`src/rtl/aux_req_encoder.sv`:
```
// aux_req_encoder
// Serializes one DisplayPort AUX request (native or I2C-over-AUX) into a
// byte stream: 3-byte header, optional LEN byte and optional write payload.
// Write payload is staged in an internal FIFO that may be filled before the
// descriptor arrives. The byte output stage is registered with ready/valid
// backpressure.

module aux_req_encoder #(
  parameter int MAX_LEN = 16,
  parameter int ADDR_W  = 20
) (
  input  logic                         clk,
  input  logic                         rst_n,
  input  logic                         req_vld,
  output logic                         req_rdy,
  input  logic                         req_native,
  input  logic [1:0]                   req_cmd,
  input  logic                         req_mot,
  input  logic                         req_addr_only,
  input  logic [ADDR_W-1:0]            req_addr,
  input  logic [7:0]                   req_len,
  input  logic [7:0]                   wdata,
  input  logic                         wdata_vld,
  output logic                         wdata_rdy,
  output logic [7:0]                   out_byte,
  output logic                         out_vld,
  input  logic                         out_rdy,
  output logic                         out_last,
  output logic                         req_err,
  input  logic                         abort,
  output logic                         busy,
  output logic [$clog2(MAX_LEN+1)-1:0] fifo_level
);

  localparam int PTR_W = (MAX_LEN > 1) ? $clog2(MAX_LEN) : 1;
  localparam int LVL_W = $clog2(MAX_LEN + 1);

  // Writes longer than this many bytes cannot be held in the FIFO.
  localparam logic [8:0] LEN_LIMIT = 9'(MAX_LEN);

  localparam logic [1:0] ST_IDLE    = 2'd0;
  localparam logic [1:0] ST_HDR     = 2'd1;
  localparam logic [1:0] ST_LEN     = 2'd2;
  localparam logic [1:0] ST_PAYLOAD = 2'd3;

  localparam logic [1:0] CMD_WRITE = 2'b00;
  localparam logic [1:0] CMD_WSU   = 2'b10;
  localparam logic [1:0] CMD_RSVD  = 2'b11;

  // ---------------------------------------------------------------------
  // Helpers
  // ---------------------------------------------------------------------

  // A descriptor is unusable if it is reserved, asks for an I2C-only
  // feature in native mode, or carries more payload than the FIFO holds.
  function automatic logic desc_invalid(
    input logic       native,
    input logic [1:0] cmd,
    input logic       addr_only,
    input logic [7:0] len
  );
    logic too_long;
    too_long = (cmd == CMD_WRITE) & ~addr_only & ({1'b0, len} >= LEN_LIMIT);
    desc_invalid = (cmd == CMD_RSVD)
                 | ((cmd == CMD_WSU) & native)
                 | (addr_only & native)
                 | too_long;
  endfunction

  // Header byte selected by position 0..2.
  function automatic logic [7:0] hdr_byte(
    input logic [1:0] idx,
    input logic       native,
    input logic       mot,
    input logic [1:0] cmd,
    input logic [3:0] addr_hi,
    input logic [7:0] addr_mid,
    input logic [7:0] addr_lo
  );
    case (idx)
      2'd0: begin
        if (native) begin
          hdr_byte = {1'b1, 1'b0, cmd, addr_hi};
        end else begin
          hdr_byte = {1'b0, mot, cmd, addr_hi};
        end
      end
      2'd1:    hdr_byte = addr_mid;
      2'd2:    hdr_byte = addr_lo;
      default: hdr_byte = 8'h00;
    endcase
  endfunction

  // FIFO pointer increment, wrapping modulo MAX_LEN.
  function automatic logic [PTR_W-1:0] ptr_inc(input logic [PTR_W-1:0] p);
    if (p == PTR_W'(MAX_LEN - 1)) begin
      ptr_inc = PTR_W'(0);
    end else begin
      ptr_inc = p + PTR_W'(1);
    end
  endfunction

  // ---------------------------------------------------------------------
  // State
  // ---------------------------------------------------------------------
  logic [1:0]        state_r;
  logic              native_r;
  logic              mot_r;
  logic              addr_only_r;
  logic [1:0]        cmd_r;
  logic [ADDR_W-1:0] addr_r;
  logic [7:0]        len_r;
  logic [1:0]        hdr_idx_r;
  logic [7:0]        pay_cnt_r;

  logic [7:0]        out_byte_r;
  logic              out_vld_r;
  logic              out_last_r;
  logic              req_err_r;

  logic [7:0]        mem_r [0:MAX_LEN-1];
  logic [PTR_W-1:0]  wr_ptr_r;
  logic [PTR_W-1:0]  rd_ptr_r;
  logic [LVL_W-1:0]  level_r;

  // ---------------------------------------------------------------------
  // Combinational control
  // ---------------------------------------------------------------------
  logic       req_rdy_s;
  logic       accept_s;
  logic       reject_s;
  logic       load_en_s;
  logic       final_hold_s;
  logic       fifo_empty_s;
  logic       fifo_full_s;
  logic       push_s;
  logic       pop_s;
  logic       is_write_s;
  logic [7:0] rd_data_s;

  // Handshake qualifiers and FIFO push/pop decisions.
  always_comb begin
    req_rdy_s    = (state_r == ST_IDLE) & ~out_vld_r;
    accept_s     = req_vld & req_rdy_s & ~abort;
    reject_s     = desc_invalid(req_native, req_cmd, req_addr_only, req_len);
    load_en_s    = ~out_vld_r | out_rdy;
    // The final byte of a request sits in the stage until it is taken.
    final_hold_s = out_vld_r & out_last_r;
    fifo_empty_s = (level_r == LVL_W'(0));
    fifo_full_s  = (level_r == LVL_W'(MAX_LEN));
    push_s       = wdata_vld & ~fifo_full_s & ~abort;
    pop_s        = (state_r == ST_PAYLOAD) & ~final_hold_s & load_en_s
                 & ~fifo_empty_s & ~abort;
    is_write_s   = (cmd_r == CMD_WRITE);
    rd_data_s    = mem_r[rd_ptr_r];
  end

  // ---------------------------------------------------------------------
  // Request FSM and registered output stage
  // ---------------------------------------------------------------------

  // Sequence header, LEN and payload bytes into the output register.
  always_ff @(posedge clk or negedge rst_n) begin
    if (!rst_n) begin
      state_r     <= ST_IDLE;
      native_r    <= 1'b0;
      mot_r       <= 1'b0;
      addr_only_r <= 1'b0;
      cmd_r       <= 2'b00;
      addr_r      <= {ADDR_W{1'b0}};
      len_r       <= 8'h00;
      hdr_idx_r   <= 2'd0;
      pay_cnt_r   <= 8'd0;
      out_byte_r  <= 8'h00;
      out_vld_r   <= 1'b0;
      out_last_r  <= 1'b0;
      req_err_r   <= 1'b0;
    end else if (abort) begin
      state_r    <= ST_IDLE;
      hdr_idx_r  <= 2'd0;
      pay_cnt_r  <= 8'd0;
      out_vld_r  <= 1'b0;
      out_last_r <= 1'b0;
      req_err_r  <= 1'b0;
    end else begin
      req_err_r <= accept_s & reject_s;
      if (final_hold_s) begin
        if (out_rdy) begin
          out_vld_r  <= 1'b0;
          out_last_r <= 1'b0;
          state_r    <= ST_IDLE;
        end
      end else begin
        case (state_r)
          ST_IDLE: begin
            if (accept_s && !reject_s) begin
              native_r    <= req_native;
              mot_r       <= req_mot;
              addr_only_r <= req_addr_only;
              cmd_r       <= req_cmd;
              addr_r      <= req_addr;
              len_r       <= req_len;
              hdr_idx_r   <= 2'd0;
              pay_cnt_r   <= 8'd0;
              state_r     <= ST_HDR;
            end
          end
          ST_HDR: begin
            if (load_en_s) begin
              out_byte_r <= hdr_byte(hdr_idx_r, native_r, mot_r, cmd_r,
                                     addr_r[19:16], addr_r[15:8], addr_r[7:0]);
              out_vld_r  <= 1'b1;
              out_last_r <= (hdr_idx_r == 2'd2) & addr_only_r;
              hdr_idx_r  <= hdr_idx_r + 2'd1;
              if ((hdr_idx_r == 2'd2) && !addr_only_r) begin
                state_r <= ST_LEN;
              end
            end
          end
          ST_LEN: begin
            if (load_en_s) begin
              out_byte_r <= len_r;
              out_vld_r  <= 1'b1;
              out_last_r <= ~is_write_s;
              if (is_write_s) begin
                state_r <= ST_PAYLOAD;
              end
            end
          end
          ST_PAYLOAD: begin
            if (load_en_s) begin
              if (!fifo_empty_s) begin
                out_byte_r <= rd_data_s;
                out_vld_r  <= 1'b1;
                out_last_r <= (pay_cnt_r == len_r);
                pay_cnt_r  <= pay_cnt_r + 8'd1;
              end else begin
                // Underrun: drop valid and wait for the next byte.
                out_vld_r  <= 1'b0;
                out_last_r <= 1'b0;
              end
            end
          end
          default: begin
            state_r <= ST_IDLE;
          end
        endcase
      end
    end
  end

  // ---------------------------------------------------------------------
  // Payload FIFO
  // ---------------------------------------------------------------------

  // Circular buffer with occupancy counter; abort empties it.
  always_ff @(posedge clk or negedge rst_n) begin
    if (!rst_n) begin
      wr_ptr_r <= PTR_W'(0);
      rd_ptr_r <= PTR_W'(0);
      level_r  <= LVL_W'(0);
      for (int i = 0; i < MAX_LEN; i++) begin
        mem_r[i] <= 8'h00;
      end
    end else if (abort) begin
      wr_ptr_r <= PTR_W'(0);
      rd_ptr_r <= PTR_W'(0);
      level_r  <= LVL_W'(0);
    end else begin
      if (push_s) begin
        mem_r[wr_ptr_r] <= wdata;
        wr_ptr_r        <= ptr_inc(wr_ptr_r);
      end
      if (pop_s) begin
        rd_ptr_r <= ptr_inc(rd_ptr_r);
      end
      case ({push_s, pop_s})
        2'b10:   level_r <= level_r + LVL_W'(1);
        2'b01:   level_r <= level_r - LVL_W'(1);
        default: level_r <= level_r;
      endcase
    end
  end

  // ---------------------------------------------------------------------
  // Outputs
  // ---------------------------------------------------------------------
  assign req_rdy    = req_rdy_s;
  assign wdata_rdy  = ~fifo_full_s;
  assign out_byte   = out_byte_r;
  assign out_vld    = out_vld_r;
  assign out_last   = out_last_r;
  assign req_err    = req_err_r;
  assign busy       = (state_r != ST_IDLE);
  assign fifo_level = level_r;

endmodule

```
`config.mk`:
```
export PLATFORM = sky130hd
export DESIGN_NAME = aux_req_encoder
export DESIGN_NICKNAME = d
export VERILOG_FILES = /design/src/rtl/aux_req_encoder.sv
export SDC_FILE = /design/constraint.sdc
export NUM_CORES = 1
export LEC_CHECK = 0
export CELL_PAD_IN_SITES_DETAIL_PLACEMENT = 1
export CELL_PAD_IN_SITES_GLOBAL_PLACEMENT = 1
export CORE_UTILIZATION = 53
export DETAILED_ROUTE_END_ITERATION = 12
export PLACE_DENSITY = 0.86
export SLEW_MARGIN = 20
export SYNTH_ARGS = -nofsm -noshare
export SYNTH_HDL_FRONTEND = slang
export SYNTH_SLANG_ARGS = --single-unit
```
`constraint.sdc`:
```
create_clock -name clk -period 6.4 [get_ports clk]
set_input_delay 0.64 -clock clk [delete_from_list [all_inputs] [get_ports clk]]
set_output_delay 0.64 -clock clk [all_outputs]
set_load 0.02 [all_outputs]
```
==> flow_summary.ini, run 1 <==
[sta]
slew_headroom = 0.297
skew_ps = 10.5
fmax_ghz = 0.269
final.period_utilization = 0.580
setup_viol = 0
tns_ps = 0
post-route-min-period_ps = 3720
rsz0062_at_grt = no
hold_viol = 0
worst_pin_slew_ps = 1050
hold_ws_ps = 252
finalMaxSlewViolations = 0

[run_status]
violations = design-rule violations
outcome = finished with violations

[clock_tree]
clock_sinks = 197
cts_hold_buf = 0
htreeDepth = 4
post_cts_resized = 0
postCtsSetupBuffers = 0
clockBufferDepth = 2
numCtsBuffers = 17
ctsRootBufferMaster = clkbuf_16
clkLatencyLatePin_ps = 460
cts_tree = yes
clk_pin_slew_worst_paths_ps = 80

[global_routing]
gr-total-overflow = 0
grt_first_pass_wirelength_mm = 42.9
grt_max_degree = 96
grt_pass1_vias = 7315
antenna_found_initial = 0
track_usage = 0.297

[power_and_ir_drop]
p_per_area_nw_per_um2 = 319
fin_total_pwr_mw = 3.57
vdd_drop_max_v = 0.000211
p_leak_nw = 4.92

[worst_setup_path]
start_kind = input port
r2r_setup_slack_ps = 3120
crit_fanout = 28
crit_top_cell = nor2b_1
arrival_ps = 4010
r2r_cells = 11
required_ps = 6700
cp-end-kind = flop
r2r_start = state_r[0]$_DFFE_PN0P_
path_cells = clkdlybuf4s50_1, nor2b_1, o221ai_1, nor2_1, inv_1, fa_1, nor2b_1, o21ai_0, a211oi_1, o41a_1, o31ai_1
crit_start = abort
crit_path_top_delay_cell = clkdlybuf4s50_1
critical_path_class = in2reg
crit_end = fifo_level[4]$_DFFE_PN0P_
rr_endpoint = fifo_level[4]$_DFFE_PN0P_
cp_slowest_stage_delay_ps = 950

[synth]
ys_async_sr_fraction = 1.00
avgSynthCellArea_sq_um = 13.0
synth_edf_count = 0
synth-main-ff-cell = dfrtp_1
yosys_warnings = 0
seq_area_frac_synth = 0.501
synth_seq_cells = 197
syn_area_sq_um = 9840
synthCells = 758
ys_types = 66
syn-num-nets = 823

[die]
io_pins = 66
die_y_um = 138
die_area_sq_um = 19100
die_x_um = 138
initial_core_util = 0.544
rows = 49
core_sq_um = 18100

[route]
ant_nets = 0
routed_wl_mm = 26.4
drt_iter0_drc = 442
met1_length_mm = 10.7
via_per_inst = 6.22
wl_met2_mm = 13.9
top_layer = met4
drt_first_pass_iters = 8
met3_length_um = 977
drc_errors = 10
routedWlPerCell_um = 25.4
via_count = 6489

[placed_design]
place_area_sq_um = 10600
dp_hpwl_mm = 18.1
place.port_buffers = 65
gp_congestion = 0.861
dpl.cell_count = 1011

[layout]
layout-drive-gt1-share = 0.278
fillers = 1753
syn_to_final_growth_pct = 13.8
antennaDiodeCount = 0
layout.cells.non_filler = 1043
design_area_sq_um = 11200
fin_nets = 866

[min_path]
worst_hold_path_type = in2async

[job]
drv_cap = 0
worst min path at each step:
stage	startpoint	end	slack, ps	depth (start not counted)
2_1_floorplan	rst_n	addr_only_r$_DFFE_PN0P_	340	0
3_3_place_gp	mem_r[95]$_DFFE_PN0P_	mem_r[95]$_DFFE_PN0P_	460	1
3_5_place_dp	mem_r[80]$_DFFE_PN0P_	mem_r[80]$_DFFE_PN0P_	470	1
4_1_cts	rst_n	fifo_level[0]$_DFFE_PN0P_	290	1
5_1_grt	rst_n	fifo_level[0]$_DFFE_PN0P_	320	1
6_report	rst_n	fifo_level[0]$_DFFE_PN0P_	250	1
logic make-up (layout without fill, tap and decap cells):
family,Yosys count,in the layout,synth area share
buffers and inverters,62,118,0.0284
AND/OR/NAND/NOR,142,142,0.0772
multiplexers,229,229,0.285
AO/OA/AOI/OAI,97,97,0.0731
XOR/XNOR,13,13,0.0123
adder cells (fa/ha/maj),18,18,0.0236
flip-flops,197,197,0.501
critical path, delay by kind of cell:
family | cells | cell delay (ps)
buffers and inverters | 2 | 1050
AOI/OAI and AO/OA | 5 | 990
and+or+nand+nor | 3 | 910
adders and majority gates | 1 | 420
sequential cells by signal (all words and copies together) (netlist names), 4 cells and up:
| name | count |
|---|---|
| pay_cnt_r | 8 |
| len_r | 8 |
| wr_ptr_r | 4 |
| out_byte | 8 |
| fifo_level | 5 |
| mem_r | 128 |
| rd_ptr_r | 4 |
| addr_r | 20 |
routing by layer:
layer,global-route usage,vias to the layer above
met1,0.359,3430
li1,-,2865
met2,0.517,143
met5,0,-
met3,0.0547,51
met4,0.141,0
metrics by stage:
| stage | utilization | setup slack, ps |
|---|---|---|
| after global placement | 0.586 | 2520 |
| final | 0.619 | 2680 |
| after CTS | 0.619 | 2740 |
| after detailed placement | 0.586 | 2320 |
| after global routing | 0.619 | 2460 |
| after floorplan | - | 3620 |
cell type report:
| class | count | area [sq um] | share of cell area |
|---|---|---|---|
| clock buffer | 18 | 439 | 0.0392 |
| clock inverter | 14 | 159 | 0.0142 |
| inverter | 16 | 60.1 | 0.00536 |
| multi-input combinational | 499 | 4640 | 0.414 |
| sequential | 197 | 4930 | 0.440 |
| tap | 229 | 287 | 0.0256 |
| timing repair buffer | 70 | 692 | 0.0618 |
cells in the mapped netlist (5+ instances only):
cell type | instances | area [sq um]
a21oi_1 | 15 | 75.1
a222oi_1 | 7 | 70.1
a22oi_1 | 12 | 90.1
buf_2 | 16 | 80.1
clkbuf_1 | 23 | 86.3
dfrtp_1 | 197 | 4930
ha_1 | 17 | 213
inv_1 | 16 | 60.1
mux2_1 | 27 | 304
mux2_2 | 119 | 1340
mux2_4 | 30 | 450
mux2i_1 | 39 | 390
mux4_2 | 14 | 315
nand2_1 | 43 | 161
nand2b_1 | 8 | 50.1
nand3_1 | 8 | 40.0
nand4_1 | 10 | 62.6
nor2_1 | 26 | 97.6
nor2_2 | 5 | 31.3
nor2b_1 | 9 | 56.3
o2111ai_1 | 7 | 61.3
o21ai_0 | 17 | 85.1
o31ai_1 | 6 | 45.0
or3_1 | 5 | 31.3
xnor2_1 | 11 | 96.3
cell usage in the layout (no fill, tap or decap), types with 4 or more instances in the layout:
| master | count |
|---|---|
| a21oi_1 | 15 |
| a222oi_1 | 7 |
| a22oi_1 | 12 |
| a31oi_1 | 4 |
| and3_1 | 4 |
| buf_4 | 5 |
| clkbuf_16 | 17 |
| clkdlybuf4s50_1 | 64 |
| clkinv_8 | 4 |
| dfrtp_1 | 196 |
| ha_1 | 17 |
| inv_1 | 16 |
| inv_6 | 5 |
| mux2_1 | 27 |
| mux2_2 | 119 |
| mux2_4 | 30 |
| mux2i_1 | 39 |
| mux4_2 | 14 |
| nand2_1 | 43 |
| nand2b_1 | 8 |
| nand3_1 | 8 |
| nand4_1 | 10 |
| nor2_1 | 25 |
| nor2_2 | 6 |
| nor2_4 | 4 |
| nor2b_1 | 9 |
| o2111ai_1 | 7 |
| o21ai_0 | 17 |
| o31ai_1 | 6 |
| or3_1 | 5 |
| xnor2_1 | 11 |
power breakdown:
part	internal (mW)	total [mW]	switching (mW)
Sequential	1.45	1.61	0.168
Combinational	0.450	0.877	0.427
Clock	0.535	1.08	0.549
Power figures use the tool's default switching activity.
==> run 2, diff against run 1 <==
CORE_UTILIZATION = 49   (was 53)
PLACE_DENSITY = 0.8   (was 0.86)
clock period = 3.6 ns   (was 6.4 ns; I/O delays follow)
==> run 2 against run 1 <==
Against the previous run:
- the flow now finishes without violations
- flip-flop and latch count unchanged
- hold slack better by 240 ps
- clock power increased by 72%
- worst setup slack worse by 2200 ps
- global-route usage shrank 2.6 points
- critical path depth fell by 2
- clock-buffer cell count unchanged
- register-to-register slack got worse by 2600 ps
- wire length decreased by 2.6%
- sequential share of layout area decreased by 0.28 points
- via count is essentially flat
- largest cell class unchanged
==> flow_summary.ini, run 2 (synthesized netlist as in run 1, its figures left out) <==
[worst_setup_path]
crit_fanout = 6
cp-end-kind = flop
crit_path_top_delay_cell = or4_4
start_kind = flop
cp_slowest_stage_delay_ps = 610
arrival_ps = 3410
path_cells = or4_4, o221ai_1, nor2_1, ha_1, nor2b_1, o21ai_0, a211oi_1, o41a_1, o31ai_1
critical_path_class = reg2reg
required_ps = 3930

[sta]
fmax_ghz = 0.325
post-route-min-period_ps = 3080
worst_pin_slew_ps = 809
finalMaxSlewViolations = 0
slew_headroom = 0.460
hold_viol = 0
rsz0062_at_grt = no
final.period_utilization = 0.856
tns_ps = 0
skew_ps = 9.91
setup_viol = 0

[power_and_ir_drop]
p_leak_nw = 4.94
p_per_area_nw_per_um2 = 558
vdd_drop_max_v = 0.000308

[clock_tree]
cts_tree = yes
clockBufferDepth = 2
clock_sinks = 197
clk_pin_slew_worst_paths_ps = 80
ctsRootBufferMaster = clkbuf_16
numCtsBuffers = 17
htreeDepth = 4
post_cts_resized = 0
postCtsSetupBuffers = 0
clkLatencyLatePin_ps = 440
cts_hold_buf = 1

[global_routing]
antenna_found_initial = 0
grt_max_degree = 76
grt_pass1_vias = 7264
track_usage = 0.271
grt_first_pass_wirelength_mm = 41.5
gr-total-overflow = 0

[route]
drc_errors = 0
via_count = 6488
ant_nets = 0
routedWlPerCell_um = 23.8
routed_wl_mm = 25.7
drt_first_pass_iters = 5
drt_iter0_drc = 382
via_per_inst = 5.99

[layout]
design_area_sq_um = 11300
antennaDiodeCount = 0
syn_to_final_growth_pct = 14.6
final_cell_mix = dfrtp_1, mux2_2, clkdlybuf4s50_1, nand2_1, mux2i_1
fin_nets = 871
fillers = 1961
largest_reg_flops = 128
largest_registers = mem_r: 128 flops, addr_r: 20 flops
largest_register = mem_r
final_common_cell = dfrtp_1
layout-drive-gt1-share = 0.280

[die]
core_sq_um = 19600
die_y_um = 144
initial_core_util = 0.502
rows = 51
die_x_um = 144
die_area_sq_um = 20700
io_pins = 66

[run_status]
outcome = finished clean

[placed_design]
dp_hpwl_mm = 17.4
gp_congestion = 0.854
place.port_buffers = 65
place_area_sq_um = 10700

[min_path]
worst_hold_path_type = in2async

[job]
drv_cap = 0
## run 2: through the flow
stage	total power, mW	hold WS, ps	utilization	setup WS [ps]	std cells
floorplan	3.83	64.4	-	816	758
global route	6.59	518	0.576	141	1084
detailed placement	4.46	427	0.546	220	1051
finish	6.30	490	0.576	519	1084
global placement	4.36	419	0.546	433	1051
CTS	6.34	495	0.576	474	1084
## run 2: worst max-delay path, delay by kind of cell (launching register included)
kind / cells / cell delay, ps
AOI/OAI and AO/OA: 5 / 1230
adders and majority gates: 1 / 360
DFF: 1 / 450
and+or+nand+nor: 3 / 930
## run 2: final timing paths
path	startpoint	to	slack, ps	cells past startpoint
worst max-delay path	fifo_level[1]$_DFFE_PN0P_	fifo_level[4]$_DFFE_PN0P_	520	9
worst min-delay path	rst_n	fifo_level[1]$_DFFE_PN0P_	490	2
worst max register to register	fifo_level[1]$_DFFE_PN0P_	fifo_level[4]$_DFFE_PN0P_	520	9
worst min register to register	mem_r[78]$_DFFE_PN0P_	mem_r[78]$_DFFE_PN0P_	490	1
max in group asynchronous	rst_n	mem_r[31]$_DFFE_PN0P_	1980	3
min in group clk	mem_r[78]$_DFFE_PN0P_	mem_r[78]$_DFFE_PN0P_	490	1
## run 2: layer usage
| layer | share of wire | global-route usage |
|---|---|---|
| met5 | 0 | 0 |
| met4 | 0.022 | 0.0985 |
| met3 | 0.039 | 0.0523 |
| met2 | 0.51 | 0.459 |
| met1 | 0.43 | 0.345 |
## run 2: where the power goes
part	switching [mW]	internal, mW
sequential	0.291	2.57
combinational	0.774	0.804
clock	0.934	0.922
total	2.00	4.30
## run 2: final cells by class
class,count,area [sq um],area share
Timing Repair Buffer,75,744,0.0660
Multi-Input combinational cell,499,4640,0.411
Inverter,16,60.1,0.00533
Tap cell,265,332,0.0294
Clock buffer,18,429,0.0381
Clock inverter,14,143,0.0127
Sequential cell,197,4930,0.437
